<file path="config.mk">
export PLATFORM = sky130hd
export DESIGN_NAME = hazard_sequencer
export DESIGN_NICKNAME = d
export VERILOG_FILES = /design/src/rtl/hazard_pkg.sv /design/src/rtl/fwd_unit.sv /design/src/rtl/hazard_sequencer.sv
export SDC_FILE = /design/constraint.sdc
export NUM_CORES = 1
export LEC_CHECK = 0
export BUFFER_PORTS_ARGS = -buffer_cell sky130_fd_sc_hd__clkbuf_2
export CAP_MARGIN = 10
export CORE_MARGIN = 4
export CORE_UTILIZATION = 33
export CTS_CLUSTER_DIAMETER = 60
export CTS_CLUSTER_SIZE = 25
export DETAILED_ROUTE_END_ITERATION = 6
export PLACE_DENSITY = 0.78
export SKIP_CTS_REPAIR_TIMING = 1
export SYNTH_ARGS = -nofsm -noshare
export SYNTH_HDL_FRONTEND = slang
export SYNTH_SLANG_ARGS = --single-unit
</file>
<file path="constraint.sdc">
create_clock -name clk -period 1.3 [get_ports clk]
set_input_delay 0.065 -clock clk [delete_from_list [all_inputs] [get_ports clk]]
set_output_delay 0.065 -clock clk [all_outputs]
set_load 0.005 [all_outputs]
</file>
<file path="src/rtl/hazard_pkg.sv">
// Shared types and widths for the RVX10-P pipeline hazard sequencer.
// Latency: none, types and constants only.
// Backpressure: not applicable.
package hazard_pkg;

  localparam int REG_IDX_W = 5;

  // ALU operand source select
  typedef enum logic [1:0] {
    FWD_RF  = 2'b00,
    FWD_WB  = 2'b01,
    FWD_MEM = 2'b10
  } fwd_sel_t;

  // Multi-cycle sequencing state
  typedef enum logic {
    RUN     = 1'b0,
    MC_WAIT = 1'b1
  } hs_state_t;

endpackage

</file>
<file path="src/rtl/fwd_unit.sv">
// Forwarding select for one EX source operand from the MEM/WB write ports.
// Latency: combinational.
// Backpressure: none; MEM takes priority over WB, and x0 is never forwarded.
module fwd_unit
  import hazard_pkg::*;
(
  input  logic [REG_IDX_W-1:0] rs,
  input  logic [REG_IDX_W-1:0] rd_m,
  input  logic [REG_IDX_W-1:0] rd_w,
  input  logic                 reg_write_m,
  input  logic                 reg_write_w,
  output fwd_sel_t             sel
);

  // Pick the youngest in-flight producer of rs
  always_comb begin
    sel = FWD_RF;
    if (reg_write_m && (rd_m != '0) && (rd_m == rs)) begin
      sel = FWD_MEM;
    end else if (reg_write_w && (rd_w != '0) && (rd_w == rs)) begin
      sel = FWD_WB;
    end
  end

endmodule

</file>
<file path="src/rtl/hazard_sequencer.sv">
// Stall/flush/forward control for the 5-stage core plus a multi-cycle EX sequencer with watchdog.
// Latency: stalls, flushes and forwards are combinational; mc_timeout and counters update on the edge.
// Backpressure: a multi-cycle op holds F/D/E and bubbles MEM until mc_done or the watchdog releases it.
// Optional: define HAZARD_PERF_EN to build the stall/flush/multi-cycle performance counters.
module hazard_sequencer
  import hazard_pkg::*;
#(
  parameter int MC_TIMEOUT = 64,
  parameter int CNT_W      = 32
) (
  input  logic                 clk,
  input  logic                 reset,
  input  logic [REG_IDX_W-1:0] Rs1D,
  input  logic [REG_IDX_W-1:0] Rs2D,
  input  logic [REG_IDX_W-1:0] Rs1E,
  input  logic [REG_IDX_W-1:0] Rs2E,
  input  logic [REG_IDX_W-1:0] RdE,
  input  logic                 ResultSrcE0,
  input  logic                 PCSrcE,
  input  logic [REG_IDX_W-1:0] RdM,
  input  logic [REG_IDX_W-1:0] RdW,
  input  logic                 RegWriteM,
  input  logic                 RegWriteW,
  input  logic                 mc_start_e,
  input  logic                 mc_done,
  output logic                 StallF,
  output logic                 StallD,
  output logic                 StallE,
  output logic                 FlushD,
  output logic                 FlushE,
  output logic                 FlushM,
  output logic [1:0]           ForwardAE,
  output logic [1:0]           ForwardBE,
  output logic                 mc_busy,
  output logic                 mc_timeout,
  output logic [CNT_W-1:0]     perf_stall_cnt,
  output logic [CNT_W-1:0]     perf_flush_cnt,
  output logic [CNT_W-1:0]     perf_mc_cnt
);

  localparam int WD_W = $clog2(MC_TIMEOUT) + 1;
  localparam logic [WD_W-1:0] WD_LAST = WD_W'(MC_TIMEOUT - 1);

  hs_state_t       state, state_next;
  logic [WD_W-1:0] wd_cnt;
  logic            lw_stall;
  logic            wd_expired;
  logic            release_mc;
  fwd_sel_t        fwd_a, fwd_b;

  fwd_unit u_fwd_a (
    .rs          (Rs1E),
    .rd_m        (RdM),
    .rd_w        (RdW),
    .reg_write_m (RegWriteM),
    .reg_write_w (RegWriteW),
    .sel         (fwd_a)
  );

  fwd_unit u_fwd_b (
    .rs          (Rs2E),
    .rd_m        (RdM),
    .rd_w        (RdW),
    .reg_write_m (RegWriteM),
    .reg_write_w (RegWriteW),
    .sel         (fwd_b)
  );

  assign ForwardAE = fwd_a;
  assign ForwardBE = fwd_b;

  assign lw_stall   = ResultSrcE0 && (RdE != '0) && ((RdE == Rs1D) || (RdE == Rs2D));
  assign wd_expired = (wd_cnt == WD_LAST);
  // Leaving MC_WAIT this cycle, either on a real result or on the watchdog
  assign release_mc = (state == MC_WAIT) && (mc_done || wd_expired);

  // State register
  always_ff @(posedge clk) begin
    if (reset) state <= RUN;
    else       state <= state_next;
  end

  // Next state and stage-register controls; branch flush outranks load-use stall
  always_comb begin
    state_next = state;
    StallF     = 1'b0;
    StallD     = 1'b0;
    StallE     = 1'b0;
    FlushD     = 1'b0;
    FlushE     = 1'b0;
    FlushM     = 1'b0;
    mc_busy    = 1'b0;
    case (state)
      RUN: begin
        if (mc_start_e) begin
          // A zero-latency op (done on the start cycle) passes through untouched
          if (!mc_done) begin
            StallF     = 1'b1;
            StallD     = 1'b1;
            StallE     = 1'b1;
            FlushM     = 1'b1;
            state_next = MC_WAIT;
          end
        end else if (PCSrcE) begin
          FlushD = 1'b1;
          FlushE = 1'b1;
        end else if (lw_stall) begin
          StallF = 1'b1;
          StallD = 1'b1;
          FlushE = 1'b1;
        end
      end
      MC_WAIT: begin
        if (release_mc) begin
          state_next = RUN;
        end else begin
          StallF  = 1'b1;
          StallD  = 1'b1;
          StallE  = 1'b1;
          FlushM  = 1'b1;
          mc_busy = 1'b1;
        end
      end
      default: state_next = RUN;
    endcase
  end

  // Watchdog counts cycles spent waiting and clears whenever the op is released
  always_ff @(posedge clk) begin
    if (reset || (state != MC_WAIT) || release_mc) wd_cnt <= '0;
    else                                          wd_cnt <= wd_cnt + WD_W'(1);
  end

  // Sticky watchdog error, cleared only by reset
  always_ff @(posedge clk) begin
    if (reset)                                              mc_timeout <= 1'b0;
    else if ((state == MC_WAIT) && !mc_done && wd_expired) mc_timeout <= 1'b1;
  end

`ifdef HAZARD_PERF_EN
  // Free-running, wrapping event counters
  always_ff @(posedge clk) begin
    if (reset) begin
      perf_stall_cnt <= '0;
      perf_flush_cnt <= '0;
      perf_mc_cnt    <= '0;
    end else begin
      if (StallF)             perf_stall_cnt <= perf_stall_cnt + CNT_W'(1);
      if (FlushD || FlushE)   perf_flush_cnt <= perf_flush_cnt + CNT_W'(1);
      if (state == MC_WAIT)   perf_mc_cnt    <= perf_mc_cnt + CNT_W'(1);
    end
  end
`else
  assign perf_stall_cnt = '0;
  assign perf_flush_cnt = '0;
  assign perf_mc_cnt    = '0;
`endif

endmodule

</file>
==> summary.txt <==
================================================================================
Category of the worst setup path capture point                      primary output
Portion of total power attributed to the clock network                     0.327
Routed len/inst                                                          10.7 um
Most repeated cell in the gate-level netlist after synthesis               buf_4
Mapped Avg Cell Area                                                  7.92 sq um
Period utilisation layout                                                   1.17
Number of max-slew violations in the final report                              0
Combinational Power Share                                                  0.384
Uppermost signal routing layer after detailed routing                       met4
Area occupied by multi-input gates                                    1070 sq um
Setup slack of the most critical reg-to-reg path                        -0.03 ns
Cell type with the highest aggregate area in the netlist                   buf_4
Num CTS Buffers                                                                3
Effective utilization at floorplan                                         0.343
Pint                                                                      655 uW
Maximum buffer depth of the clock tree                                         2
Proportion of netlist area held by the largest area contributor            0.489
Standard-cell rows                                                            24
Fraction of final layout cells with drive strength greater than 1          0.374
Post-route clock skew                                                 0.00386 ns
Post-synth ARST share                                                          0
Main combinational cell family by area after synthesis              buffers and inverters
Metal3 WL                                                                 378 um
Top fanout value on the critical path                                          3
Fraction of synthesized area in multiplexers                                   0
Fraction of power spent switching nets                                     0.330
Vias per inst                                                               3.75
Filler cell count                                                            444
I/O Buffers                                                                   54
Placed cell area                                                      1570 sq um
Drt first pass iters                                                           2
Time the final worst path needs with I/O delays and setup                1.52 ns
Root buffer cell                                                        clkbuf_8
Largest vdd supply drop                                                   332 uV
Compound-cell area share of the yosys netlist                             0.0391
Maximum number of pins on one net before global-route repair                   6
Commonest cells in the netlist                                      98 x buf_4, 25 x xor2_1, 11 x nor2_1
Sequential-to-total area share from yosys stat                             0.120
Power share of the sequential group                                        0.289
Share of the core filled with cells                                        0.416
Total wire length after detailed routing                                 3380 um
Routed vias                                                                1,179
Largest cells by area after synthesis                               buf_4 49%, xor2_1 15%, dfxtp_1 12%
Number of clock sinks seen by CTS                                              9
Total of warnings raised by yosys                                              0
Detailed placer's ending HPWL                                            2740 um
Clk_lat worst skew                                                       0.23 ns
LEAKAGE                                                                 0.954 nW
Setup repair after global routing missed its margin                         true
Run status                                                          finished, violations left
Worst path required time                                                 1.24 ns
Met2 wirelength from detailed routing                                    2020 um
Number of nets in the final layout                                           307
Post-placement setup slack                                             -0.144 ns
Violations in the final reports                                     negative setup slack
Netlist area before placement                                         1500 sq um
Horiz. Die Dim                                                           75.5 um
Power dissipated by switching net loads                                   323 uW
Adder and majority gate portion of the synthesized area                  0.00832
Number of H-tree levels                                                        1
Critical path class                                                   reg -> out
Core Region                                                           4380 sq um
Y dimension of the die                                                   75.5 um
Storage cell area                                                      184 sq um
Max capacitance violation total                                                0
Power per standard cell area                                         536 nW/um^2
Met1 Routed Length                                                        935 um
FMAX                                                                   0.660 GHz
Final number of hold-violating endpoints                                       0
TritonCTS clock tree                                                       built
Non-Filler Instances                                                         314
Synth Instances                                                              190
Hold Crit Class                                                        in -> reg
Final setup violation count                                                   13
Clk pin slew, worst setup/hold paths                                     0.04 ns
Number of inserted diodes                                                      0
Global-route wire length before repair                                   3700 um
Top_reg_cell synth                                                       dfxtp_1
Number of enable-type register cells in the synthesized netlist                0
Number of antenna-violating nets in the routed design                          0
Final GP Congestion                                                        0.770
Area fraction in and, or, nand and nor cells after synthesis               0.133
Number of global-route vias before repair                                    924
Placed cells                                                                 305
Fraction of synthesized cell area in xor and xnor cells                    0.198
Data arrival time of the critical path                                   1.45 ns
Final setup margin                                                     -0.216 ns
Remaining routing DRC violations                                               0
Crit start category                                                    flip-flop
Die Outline Area                                                      5700 sq um
Number of synthesized register bits                                            9
Overflow left after global routing                                             0
Antenna violations before repair                                               0
Synth unique cells                                                            28
Boundary Pins                                                                151
Summed area of non-filler cells in the final layout                   1830 sq um
Total GRT Usage                                                           0.0831
Starting DRC count in detailed routing                                        16
Post-synthesis to final-layout area growth                                 21.4%
================================================================================
## per-stage QoR
stage	setup TNS (ns)	power, mW	hold WS [ns]
2_1_floorplan	0	0.662	0.137
5_1_grt	-1.99	1.06	0.0218
3_3_place_gp	-0.302	0.586	0.259
3_5_place_dp	-0.415	0.591	0.260
6_report	-1.32	0.978	0.0261
4_1_cts	-1.65	0.917	0.0165
## kinds of logic after synthesis
family | Yosys count
AO/OA/AOI/OAI | 8
buffers and inverters | 102
other | 1
XOR/XNOR | 34
flip-flops | 9
adder cells (fa/ha/maj) | 1
AND/OR/NAND/NOR | 35
## sequential cells by signal (all words and copies together), names as in the netlist
register	flops
wd_cnt	7
state	1
mc_timeout	1
## area by class of cell
cell class | instances | area share
inverters | 4 | 0.00822
flip-flops and latches | 9 | 0.101
repair buffers | 71 | 0.245
well taps | 52 | 0.0356
clock buffers | 4 | 0.0247
multi-input cells | 174 | 0.586
## critical path: stages, from the launching register on
cell and delay, ns:
dfxtp_2 0.33, ha_4 0.16, nand3_4 0.09, nor3_4 0.05, a211o_4 0.35, o31ai_4 0.07
buf_2 0.16
## routing by layer
layer	track usage	up-vias
met5	0	-
met4	0.0311	0
met3	0.0264	6
met2	0.158	78
met1	0.0834	535
li1	-	560
## cell usage in the layout (no fill, tap or decap), types with 4 or more instances in the layout
cell	Yosys	routed
xor2_1	25	24
buf_2	0	4
conb_1	1	96
xnor2_1	9	9
nor2_1	11	8
inv_1	4	4
buf_6	0	7
dfxtp_1	9	6
clkbuf_2	0	44
buf_4	98	15
## worst paths after layout
path / start / end / cells after the start
worst max register to register: wd_cnt[0]$_SDFF_PP0_ / wd_cnt[3]$_SDFF_PP0_ / 7
worst max-delay path: wd_cnt[0]$_SDFF_PP0_ / StallF / 6
worst min-delay path: reset / state$_SDFF_PP0_ / 2
worst min register to register: mc_timeout$_SDFFE_PP0P_ / mc_timeout$_SDFFE_PP0P_ / 2
## power by group through the flow
stage	sequential [mW]	combinational, mW	clock [mW]
final	0.282	0.376	0.320
after global routing	0.282	0.423	0.356
after CTS	0.281	0.306	0.330
after detailed placement	0.285	0.305	0
after global placement	0.285	0.301	0
after floorplan	0.285	0.377	0
Note: power is estimated with default switching activity, not from simulation.
